<file path="config.mk">
export PLATFORM = sky130hd
export DESIGN_NAME = dtree_traverse_engine_flat
export DESIGN_NICKNAME = d
export VERILOG_FILES = /design/src/rtl/dtree_pkg.sv /design/src/rtl/dtree_traverse_engine_if.sv /design/src/rtl/dtree_node_ram.sv /design/src/rtl/dtree_traverse_engine.sv /design/src/flat_wrapper.sv
export SDC_FILE = /design/constraint.sdc
export NUM_CORES = 2
export LEC_CHECK = 0
export BUFFER_PORTS_ARGS = -buffer_cell sky130_fd_sc_hd__buf_2
export CORE_MARGIN = 2
export CORE_UTILIZATION = 70
export CTS_BUF_LIST = sky130_fd_sc_hd__clkbuf_8
export DETAILED_ROUTE_END_ITERATION = 8
export PLACE_DENSITY_LB_ADDON = 0.12
export SLEW_MARGIN = 25
export SYNTH_ARGS = -nofsm -noshare
export SYNTH_HDL_FRONTEND = slang
export SYNTH_SLANG_ARGS = --single-unit
</file>
<file path="constraint.sdc">
create_clock -name clk -period 10.7 [get_ports clk]
set_input_delay 1.07 -clock clk [delete_from_list [all_inputs] [get_ports clk]]
set_output_delay 1.07 -clock clk [all_outputs]
set_load 0.02 [all_outputs]
</file>
<file path="src/rtl/dtree_pkg.sv">
// Shared types and node-word layout helpers for the oblique decision-tree traverse engine.
package dtree_pkg;

   typedef enum logic [2:0] {StIdle, StFetch, StMac, StCmp, StDone} state_e;

   // MSB of a child field: set for a leaf, clear for an internal node index.
   localparam logic LeafFlag = 1'b1;

   function automatic int unsigned calc_ch_w(input int unsigned node_aw,
                                             input int unsigned class_w);
      return ((node_aw > class_w) ? node_aw : class_w) + 1;
   endfunction

   function automatic int unsigned calc_acc_w(input int unsigned attr_w,
                                              input int unsigned coef_w,
                                              input int unsigned n_attr);
      return attr_w + 1 + coef_w + $clog2(n_attr + 1);
   endfunction

   function automatic int unsigned calc_node_w(input int unsigned n_attr,
                                               input int unsigned coef_w,
                                               input int unsigned thr_w,
                                               input int unsigned ch_w);
      return n_attr * coef_w + thr_w + 2 * ch_w;
   endfunction

   function automatic int unsigned thr_off(input int unsigned n_attr,
                                           input int unsigned coef_w);
      return n_attr * coef_w;
   endfunction

   function automatic int unsigned left_off(input int unsigned n_attr,
                                            input int unsigned coef_w,
                                            input int unsigned thr_w);
      return thr_off(n_attr, coef_w) + thr_w;
   endfunction

   function automatic int unsigned right_off(input int unsigned n_attr,
                                             input int unsigned coef_w,
                                             input int unsigned thr_w,
                                             input int unsigned ch_w);
      return left_off(n_attr, coef_w, thr_w) + ch_w;
   endfunction

endpackage

</file>
<file path="src/rtl/dtree_traverse_engine_if.sv">
// Start/done handshake, result and node-config bus of the decision-tree traverse engine.
interface dtree_traverse_engine_if
   import dtree_pkg::*;
#(
   parameter int unsigned N_ATTR  = 3,
   parameter int unsigned ATTR_W  = 10,
   parameter int unsigned COEF_W  = 8,
   parameter int unsigned THR_W   = 16,
   parameter int unsigned NODE_AW = 5,
   parameter int unsigned CLASS_W = 8
);
   localparam int unsigned CH_W   = calc_ch_w(NODE_AW, CLASS_W);
   localparam int unsigned NODE_W = calc_node_w(N_ATTR, COEF_W, THR_W, CH_W);

   logic                       start;
   logic [N_ATTR*ATTR_W-1:0]   in_attr;
   logic                       busy;
   logic                       done;
   logic [CLASS_W-1:0]         out_class;
   logic                       err;
   logic                       cfg_we;
   logic [NODE_AW-1:0]         cfg_addr;
   logic [NODE_W-1:0]          cfg_data;
   logic [15:0]                perf_cyc;

   modport master (
      output start, in_attr, cfg_we, cfg_addr, cfg_data,
      input  busy, done, out_class, err, perf_cyc
   );

   modport slave (
      input  start, in_attr, cfg_we, cfg_addr, cfg_data,
      output busy, done, out_class, err, perf_cyc
   );

endinterface

</file>
<file path="src/rtl/dtree_node_ram.sv">
// Node memory: 1R1W synchronous RAM with registered read; read-during-write returns old data.
module dtree_node_ram #(
   parameter int unsigned AW = 5,
   parameter int unsigned DW = 58
) (
   input  logic          clk_i,
   input  logic          we_i,
   input  logic [AW-1:0] waddr_i,
   input  logic [DW-1:0] wdata_i,
   input  logic [AW-1:0] raddr_i,
   output logic [DW-1:0] rdata_o
);

   logic [DW-1:0] mem_q [2**AW];

   always_ff @(posedge clk_i) begin
      if (we_i) begin
         mem_q[waddr_i] <= wdata_i;
      end
      rdata_o <= mem_q[raddr_i];
   end

endmodule

</file>
<file path="src/rtl/dtree_traverse_engine.sv">
// Oblique decision-tree walker: per node a serial MAC of attributes x coefficients vs threshold.
// Define DTREE_PERF_CNT_EN to build the perf_cyc walk-length counter; otherwise perf_cyc is 0.
module dtree_traverse_engine
   import dtree_pkg::*;
#(
   parameter int unsigned N_ATTR    = 3,
   parameter int unsigned ATTR_W    = 10,
   parameter int unsigned COEF_W    = 8,
   parameter int unsigned THR_W     = 16,
   parameter int unsigned NODE_AW   = 5,
   parameter int unsigned CLASS_W   = 8,
   parameter int unsigned MAX_STEPS = 32
) (
   input logic                    clk,
   input logic                    rst,
   dtree_traverse_engine_if.slave bus
);

   localparam int unsigned CH_W      = calc_ch_w(NODE_AW, CLASS_W);
   localparam int unsigned ACC_W     = calc_acc_w(ATTR_W, COEF_W, N_ATTR);
   localparam int unsigned NODE_W    = calc_node_w(N_ATTR, COEF_W, THR_W, CH_W);
   localparam int unsigned THR_OFF   = thr_off(N_ATTR, COEF_W);
   localparam int unsigned LEFT_OFF  = left_off(N_ATTR, COEF_W, THR_W);
   localparam int unsigned RIGHT_OFF = right_off(N_ATTR, COEF_W, THR_W, CH_W);
   localparam int unsigned PROD_W    = ATTR_W + 1 + COEF_W;
   localparam int unsigned STEP_W    = $clog2(MAX_STEPS + 1);
   localparam int unsigned K_W       = (N_ATTR > 1) ? $clog2(N_ATTR) : 1;

   state_e                     state_q, state_d;
   logic [NODE_AW-1:0]         addr_q, addr_d;
   logic [STEP_W-1:0]          step_q, step_d;
   logic [K_W-1:0]             k_q, k_d;
   logic signed [ACC_W-1:0]    acc_q, acc_d;
   logic [N_ATTR*ATTR_W-1:0]   attr_q, attr_d;
   logic [CLASS_W-1:0]         class_q, class_d;
   logic                       err_q, err_d;

   logic [NODE_W-1:0]          node_word;
   logic                       busy;
   logic                       ram_we;

   logic signed [ATTR_W:0]     mac_a;
   logic signed [COEF_W-1:0]   mac_c;
   logic signed [PROD_W-1:0]   mac_p;
   logic signed [ACC_W-1:0]    thr_ext;
   logic                       go_left;
   logic [CH_W-1:0]            child;

   assign busy   = (state_q == StFetch) || (state_q == StMac) || (state_q == StCmp);
   assign ram_we = bus.cfg_we & ~busy;

   dtree_node_ram #(
      .AW (NODE_AW),
      .DW (NODE_W)
   ) u_node_ram (
      .clk_i   (clk),
      .we_i    (ram_we),
      .waddr_i (bus.cfg_addr),
      .wdata_i (bus.cfg_data),
      .raddr_i (addr_q),
      .rdata_o (node_word)
   );

   // Attribute is zero-extended to a positive signed value before the signed multiply.
   assign mac_a   = $signed({1'b0, attr_q[k_q*ATTR_W +: ATTR_W]});
   assign mac_c   = $signed(node_word[k_q*COEF_W +: COEF_W]);
   assign mac_p   = mac_a * mac_c;
   assign thr_ext = $signed({{(ACC_W-THR_W){node_word[THR_OFF+THR_W-1]}},
                             node_word[THR_OFF +: THR_W]});
   assign go_left = (acc_q <= thr_ext);
   assign child   = go_left ? node_word[LEFT_OFF +: CH_W] : node_word[RIGHT_OFF +: CH_W];

   always_comb begin
      state_d = state_q;
      addr_d  = addr_q;
      step_d  = step_q;
      k_d     = k_q;
      acc_d   = acc_q;
      attr_d  = attr_q;
      class_d = class_q;
      err_d   = err_q;
      unique case (state_q)
         StIdle: begin
            if (bus.start) begin
               state_d = StFetch;
               attr_d  = bus.in_attr;
               addr_d  = '0;
               step_d  = '0;
               acc_d   = '0;
            end
         end
         StFetch: begin
            k_d     = '0;
            state_d = StMac;
         end
         StMac: begin
            acc_d = acc_q + $signed({{(ACC_W-PROD_W){mac_p[PROD_W-1]}}, mac_p});
            if (k_q == K_W'(N_ATTR - 1)) begin
               state_d = StCmp;
            end else begin
               k_d = k_q + 1'b1;
            end
         end
         StCmp: begin
            step_d = step_q + 1'b1;
            if (child[CH_W-1] == LeafFlag) begin
               class_d = child[CLASS_W-1:0];
               err_d   = 1'b0;
               state_d = StDone;
            end else if (step_q == STEP_W'(MAX_STEPS - 1)) begin
               class_d = '0;
               err_d   = 1'b1;
               state_d = StDone;
            end else begin
               addr_d  = child[NODE_AW-1:0];
               acc_d   = '0;
               state_d = StFetch;
            end
         end
         StDone: state_d = StIdle;
         default: state_d = StIdle;
      endcase
   end

   always_ff @(posedge clk) begin
      if (rst) begin
         state_q <= StIdle;
         addr_q  <= '0;
         step_q  <= '0;
         k_q     <= '0;
         acc_q   <= '0;
         attr_q  <= '0;
         class_q <= '0;
         err_q   <= 1'b0;
      end else begin
         state_q <= state_d;
         addr_q  <= addr_d;
         step_q  <= step_d;
         k_q     <= k_d;
         acc_q   <= acc_d;
         attr_q  <= attr_d;
         class_q <= class_d;
         err_q   <= err_d;
      end
   end

   assign bus.busy      = busy;
   assign bus.done      = (state_q == StDone);
   assign bus.out_class = class_q;
   assign bus.err       = err_q;

`ifdef DTREE_PERF_CNT_EN
   logic [15:0] perf_q, perf_d;

   // Counts every cycle from the accepted start through the done cycle.
   always_comb begin
      perf_d = perf_q;
      if (state_q == StIdle) begin
         if (bus.start) begin
            perf_d = '0;
         end
      end else if (perf_q != 16'hFFFF) begin
         perf_d = perf_q + 16'd1;
      end
   end

   always_ff @(posedge clk) begin
      if (rst) begin
         perf_q <= '0;
      end else begin
         perf_q <= perf_d;
      end
   end

   assign bus.perf_cyc = perf_q;
`else
   assign bus.perf_cyc = '0;
`endif

endmodule

</file>
<file path="src/flat_wrapper.sv">
// flat-port wrapper written by rule: the top's interface ports become plain ports
module dtree_traverse_engine_flat import dtree_pkg::*;
#(
   parameter int unsigned N_ATTR    = 3,
   parameter int unsigned ATTR_W    = 10,
   parameter int unsigned COEF_W    = 8,
   parameter int unsigned THR_W     = 16,
   parameter int unsigned NODE_AW   = 5,
   parameter int unsigned CLASS_W   = 8,
   parameter int unsigned MAX_STEPS = 32
)
  (clk, rst, bus_start, bus_in_attr, bus_cfg_we, bus_cfg_addr, bus_cfg_data, bus_busy, bus_done, bus_out_class, bus_err, bus_perf_cyc);
  dtree_traverse_engine_if #(.N_ATTR(N_ATTR), .ATTR_W(ATTR_W), .COEF_W(COEF_W), .THR_W(THR_W), .NODE_AW(NODE_AW), .CLASS_W(CLASS_W)) bus_i ();
  input logic clk;
  input logic rst;
  input wire logic [$bits(bus_i.start)-1:0] bus_start;
  input wire logic [$bits(bus_i.in_attr)-1:0] bus_in_attr;
  input wire logic [$bits(bus_i.cfg_we)-1:0] bus_cfg_we;
  input wire logic [$bits(bus_i.cfg_addr)-1:0] bus_cfg_addr;
  input wire logic [$bits(bus_i.cfg_data)-1:0] bus_cfg_data;
  output wire logic [$bits(bus_i.busy)-1:0] bus_busy;
  output wire logic [$bits(bus_i.done)-1:0] bus_done;
  output wire logic [$bits(bus_i.out_class)-1:0] bus_out_class;
  output wire logic [$bits(bus_i.err)-1:0] bus_err;
  output wire logic [$bits(bus_i.perf_cyc)-1:0] bus_perf_cyc;
  assign bus_i.start = bus_start;
  assign bus_i.in_attr = bus_in_attr;
  assign bus_i.cfg_we = bus_cfg_we;
  assign bus_i.cfg_addr = bus_cfg_addr;
  assign bus_i.cfg_data = bus_cfg_data;
  assign bus_busy = bus_i.busy;
  assign bus_done = bus_i.done;
  assign bus_out_class = bus_i.out_class;
  assign bus_err = bus_i.err;
  assign bus_perf_cyc = bus_i.perf_cyc;
  dtree_traverse_engine #(.N_ATTR(N_ATTR), .ATTR_W(ATTR_W), .COEF_W(COEF_W), .THR_W(THR_W), .NODE_AW(NODE_AW), .CLASS_W(CLASS_W), .MAX_STEPS(MAX_STEPS)) u_core (.clk(clk), .rst(rst), .bus(bus_i));
endmodule
</file>
# Word-level counts from Yosys, hierarchy flattened
# Memories as Yosys holds them, arrays and structs flattened. A register that Yosys moved wholly into a read port is not among the register bits.
# Index checks and enable logic that the tools add are counted.
[totals]
latch_bits = 0
rom_bits = 0
input_bits = 97
word_cells = 68
ramBits = 1856
ff_bits = 76
n_memories = 1
[classes]
n_lt_le_gt_ge = 1
n_div = 0
n_mux = 24
n_mul = 2
shift = 2
reduce_logical = 14
eq_ne = 11
bitwise = 2
n_addsub = 3
[mem_list]
columns = ["name", "words", "word_bits", "rd", "rd_clocked_by_memory_dff", "wr", "line", "text"]
rows = [
  ["u_core.u_node_ram.mem_q", 32, 58, 1, 1, 1, "dtree_node_ram.sv:14", "logic [DW-1:0] mem_q [2**AW];"],
]
[op_table]
columns = ["operator", "count"]
rows = [
  ["$mux W21", 3],
  ["$pmux W21 S3", 1],
  ["$shiftx A58 B6 Y8", 1],
  ["$shiftx A30 B7 Y10", 1],
  ["$add A21 B19 Y21", 1],
  ["$le A21 B16 Y1", 1],
  ["$mul A11 B8 Y19", 1],
  ["$mux W8", 2],
  ["$mux W5", 3],
  ["$mux W3", 4],
  ["$pmux W3 S4", 1],
  ["$pmux W6 S2", 1],
  ["$ne A2 B2 Y1 const B", 5],
  ["$pmux W5 S2", 1],
  ["$reduce_and A2 Y1", 5],
  ["$mux W9", 1],
  ["$reduce_and A4 Y1", 2],
  ["$add A6 B1 Y6 const B", 1],
  ["$eq A3 B2 Y1 const B", 2],
  ["$eq A6 B5 Y1 const B", 1],
  ["$mux W6", 1],
  ["$reduce_bool A2 Y1", 3],
  ["$mul A2 B3 Y5 const B", 1],
  ["$mux W1", 4],
  ["11 further kinds", 12],
]

# Depth between registers and ports, before layout
[logic_depth]
depth_word = 7
ltp_mapped = 26

# Cells and area by module
# A second synthesis with hierarchy kept.
[hier_totals]
cells_unflattened = 4903
hier_area_um2 = 80427.1
[by_module_without_submodules]
columns = ["mod", "area_per_inst_um2", "seq_area_each_um2", "cells_per_inst", "instances"]
rows = [
  ["dtree_node_ram", 73196.5, 56894.6, 4055, 1],
  ["dtree_traverse_engine", 7230.7, 1521.5, 848, 1],
]

# Worst setup path before layout
# No wires, ideal clock.
[synth_timing]
kind = "register -> register"
from = "register u_core.k_q[0]"
to = "register u_core.acc_q[20]"
stages_incl_launch_ff = 24
period_less_slack_ns = 6.054
required_time_ns = 10.583
n_path_buf = 3
setup_time_ns = 0.117
arrival_ns = 5.937
setup_slack_ns = 4.646
cell_sequence = "dfxtp_1 -> clkbuf_1 -> buf_2 -> buf_1 -> mux2i_1 -> nand2_1 -> o21ai_1 -> inv_1 -> nand2_1 -> fa_1 -> fa_1 -> inv_1 -> fa_1 -> fa_1 -> fa_1 -> ha_1 -> o21a_1 -> o31ai_2 -> a21oi_1 -> o41ai_2 -> o21ai_1 -> a31oi_1 -> xnor2_1 -> a22o_1"
[synth_between]
elab_chain_cells = 5
[synth_lines]
columns = ["element", "line", "text"]
rows = [
  ["start, declared", "dtree_traverse_engine.sv:32", "logic [K_W-1:0] k_q, k_d;"],
  ["start signal, assigned", "dtree_traverse_engine.sv:139", "k_q <= k_d;"],
  ["$mul A2 B3 Y5", "dtree_traverse_engine.sv:65", "assign mac_a = $signed({1'b0, attr_q[k_q*ATTR_W +: ATTR_W]});"],
  ["$shiftx A30 B7 Y10", "dtree_traverse_engine.sv:65", ""],
  ["$mul A11 B8 Y19 (*)", "dtree_traverse_engine.sv:67", "assign mac_p = mac_a * mac_c;"],
  ["$add A21 B19 Y21 (*)", "dtree_traverse_engine.sv:97", "acc_d = acc_q + $signed({{(ACC_W-PROD_W){mac_p[PROD_W-1]}}, mac_p});"],
  ["$pmux W21 S3 (*)", "dtree_traverse_engine.sv:82", "unique case (state_q)"],
  ["end signal, assigned", "dtree_traverse_engine.sv:131", "acc_q <= '0;"],
  ["end signal, assigned", "dtree_traverse_engine.sv:140", "acc_q <= acc_d;"],
  ["end, declared", "dtree_traverse_engine.sv:33", "logic signed [ACC_W-1:0] acc_q, acc_d;"],
]
# Mark *: on every way between the ends. The rest lies on a longest branch, timed or not.
# A chain may end at the register's enable or synchronous reset.

# Worst setup path in the final report
# Ends and elaborated chain as after synthesis.

==> impl_metrics.json <==
{
  "finalInstanceArea_mm2": 0.0869,
  "port_buffers": 107,
  "antenna_found_initial": 10,
  "max_freq_ghz": 0.148,
  "grt_max_degree": 147,
  "yosysWarningCount": 0,
  "die_x_um": 339,
  "cts_max_level": 5,
  "synthToLayoutAreaGrowth_pct": 10.5,
  "cts_resized": 0,
  "drt_wl_total_um": 184000,
  "dp_hpwl_um": 101000,
  "die-area_mm2": 0.115,
  "cpMostUsedCell": "fa_1",
  "fp.coreArea_mm2": 0.112,
  "post-route-min-period_ns": 6.77,
  "worst_pin_slew_ns": 1.10,
  "skew_ns": 0.0468,
  "place_area_mm2": 0.0812,
  "cts-buffers-inserted": 318,
  "cp.arrival_ns": 7.62,
  "std_cell_rows": 123,
  "cp_top_family": "adder cells",
  "crit_type": "reg2reg",
  "syn_area_per_cell_um2": 22.0,
  "path_buf_inv": 1,
  "gp_congestion": 0.861,
  "power_density_mw_per_mm2": 177,
  "grt_first_pass_wirelength_um": 268000,
  "layout.nets": 4153,
  "drv_slew": 0,
  "maxSlewHeadroom_pct": 26.5,
  "cts_buffer_depth": 4,
  "cts_tree": "built",
  "syn_area_mm2": 0.0787,
  "finalHoldViolations": 0,
  "io_pins": 124,
  "rsz0062_at_grt": "no",
  "timing.hold.ws_ns": 0.347,
  "synth_cell_type_count": 63,
  "leakage_nw": 27.9,
  "post_cts_buffers": 0,
  "drtPass1Iterations": 6,
  "avgRoutedWirePerCell_um": 32.6,
  "async_flop_share_pct": 0,
  "use_met2_pct": 52.7,
  "clock-sinks": 1990,
  "grt_pass1_vias": 40000,
  "cp_max_fo": 35,
  "irDropWorstVdd_mv": 0.159,
  "route.detailed.drc": 0,
  "insertion_delay_ns": 0.98,
  "finalSetupTns_ns": 0,
  "die_y_um": 339,
  "met3_usage_pct": 7.03,
  "layout-drive-gt1-share_pct": 31.0,
  "ys_ff_latch": 1990,
  "end_kind": "register",
  "drt_iter0_drc": 4864,
  "postSynthCellCount": 3580,
  "met1_usage_pct": 46.2,
  "path_cells": "mux2_2 > o21ai_1 > nand2b_1 > fa_1 > fa_1 > inv_1 > fa_1 > fa_1 > fa_1 > ha_1 > o21a_1 > o31ai_2 > a21oi_1 > o41ai_2 > o21ai_1 > a31oi_1 > xnor2_1 > a22o_1",
  "cts-root-buf": "clkbuf_8",
  "cap_violations": 0,
  "start_kind": "register",
  "cts_hold_buffers": 0,
  "power.total_mw": 15.4,
  "status": "finished clean",
  "path_clk_slew_ns": 0.06,
  "ys.flop_type": "edfxtp_1",
  "postRouteAntennaNets": 0,
  "start_util_pct": 70.3,
  "routed-via-count": 38600,
  "synth_edf_count": 1856,
  "detail_route.vias_per_cell": 6.84,
  "finalSetupViolCount": 0,
  "grt_most_used_layer": "met2",
  "crit_path_top_delay_cell": "dfxtp_2",
  "finalCritPeriodShare_pct": 63.3,
  "gr-total-overflow": 0,
  "ys_seq_area_share_pct": 74.2,
  "cp.required_ns": 11.55,
  "hp-class": "in2reg",
  "grtUsageTotal_pct": 32.8,
  "critPathMaxStageDelay_ns": 0.91
}
==> kinds of logic after synthesis <==
kind of cell	share of synthesized area (%)
buffers and inverters	1.62
multiplexers	18.0
adder cells (fa/ha/maj)	2.97
flip-flops	74.2
AO/OA/AOI/OAI	1.28
AND/OR/NAND/NOR	1.69
XOR/XNOR	0.223
other	0.00476
==> cell usage after synthesis, types with 3 or more instances <==
cell type / instances / share of area [%]
o211ai_1: 3 / 0.029
inv_1: 96 / 0.46
ha_1: 83 / 1.3
or3_1: 3 / 0.024
a22o_1: 17 / 0.19
o22ai_1: 4 / 0.032
buf_2: 46 / 0.29
o21a_1: 4 / 0.038
fa_1: 65 / 1.7
or2_2: 6 / 0.048
nand2_1: 124 / 0.59
clkbuf_1: 101 / 0.48
o22a_1: 3 / 0.033
o2bb2ai_1: 3 / 0.033
nand3b_1: 6 / 0.057
nand4_1: 4 / 0.032
buf_1: 11 / 0.052
buf_6: 8 / 0.11
mux4_2: 582 / 17
xnor2_1: 18 / 0.20
mux2i_1: 23 / 0.29
buf_4: 23 / 0.22
a211oi_1: 4 / 0.038
mux2_2: 73 / 1.0
o21ai_0: 10 / 0.064
nor3_1: 7 / 0.045
dfxtp_1: 134 / 3.4
a22oi_1: 3 / 0.029
edfxtp_1: 1856 / 71
nand3_1: 11 / 0.070
o32ai_1: 5 / 0.056
a21o_1: 11 / 0.10
o21ai_1: 6 / 0.038
a21oi_1: 66 / 0.42
nand2b_1: 15 / 0.12
nor2b_1: 4 / 0.032
nor2_1: 113 / 0.54
==> power breakdown <==
group	switching [mW]	internal, mW	leakage, nW
logic	0.567	0.359	6.82
clock network	2.82	2.98	3.29
registers	0.0538	8.58	17.8
==> registers in the layout (all words and copies together) (netlist names) <==
signal	cells
u_core.step_q	6
u_core.u_node_ram.rdata_o	58
u_core.u_node_ram.mem_q	1856
u_core.k_q	2
u_core.bus.err	1
u_core.bus.out_class	8
u_core.attr_q	30
u_core.addr_q	5
u_core.acc_q	21
u_core.state_q	3
==> cell type report <==
class / count / area [µm²]
tap: 1500 / 1880
inverter: 96 / 360
multi-input combinational: 1320 / 19300
clock inverter: 213 / 965
clock buffer: 338 / 4650
sequential: 1990 / 58400
antenna: 8 / 20.0
fill: 5627 / 25100
timing repair buffer: 182 / 1310
==> cell usage in the layout (no fill, tap or decap), types with 6 or more instances in the layout <==
cell type	netlist	routed
o21ai_0	10	10
clkinvlp_4	0	7
or2_2	6	6
a22o_1	17	17
mux2i_1	23	23
a21o_1	11	11
nand2_1	124	124
buf_6	8	8
clkinv_2	0	36
inv_1	96	204
nand2b_1	15	15
diode_2	0	8
fa_1	65	65
mux2_2	73	73
clkbuf_8	0	338
mux4_2	582	582
o21ai_1	6	6
dfxtp_1	134	128
nor2_4	0	32
edfxtp_1	1856	1856
buf_4	23	54
conb_1	1	16
a21oi_1	66	65
nand3_1	11	11
nand3b_1	6	6
buf_2	46	107
buf_12	0	11
clkinv_1	0	56
ha_1	83	83
nor3_1	7	6
xnor2_1	18	18
nor2_1	113	81
==> per-layer routing <==
layer / vias up / wire length [µm]
met1: 20200 / 67600
met5: - / 59
met2: 2539 / 91800
met4: 8 / 5680
met3: 365 / 18800
li1: 15500 / -
==> worst paths after layout <==
path                startpoint                 to  slack (ns)  cells past startpoint
max              u_core.k_q[0]   u_core.acc_q[20]        3.93                     18
min            bus_in_attr[13]  u_core.attr_q[13]        0.35                      3
max reg2reg      u_core.k_q[0]   u_core.acc_q[20]        3.93                     18
min reg2reg  u_core.attr_q[27]  u_core.attr_q[27]        0.46                      2
==> tightest hold or removal path: stages <==
cell	delay (ns)
buf_2	0.10
nand2_1	0.05
a21oi_1	0.06
==> stage by stage <==
stage	std cells	setup WS, ns	util [%]
after global routing	5642	3.58	77.6
final	5647	3.93	77.6
after detailed placement	5086	3.85	72.5
after CTS	5637	3.86	77.5
after floorplan	3595	4.65	-
after global placement	5081	4.05	72.4
Note: power is estimated with default switching activity, not from simulation.
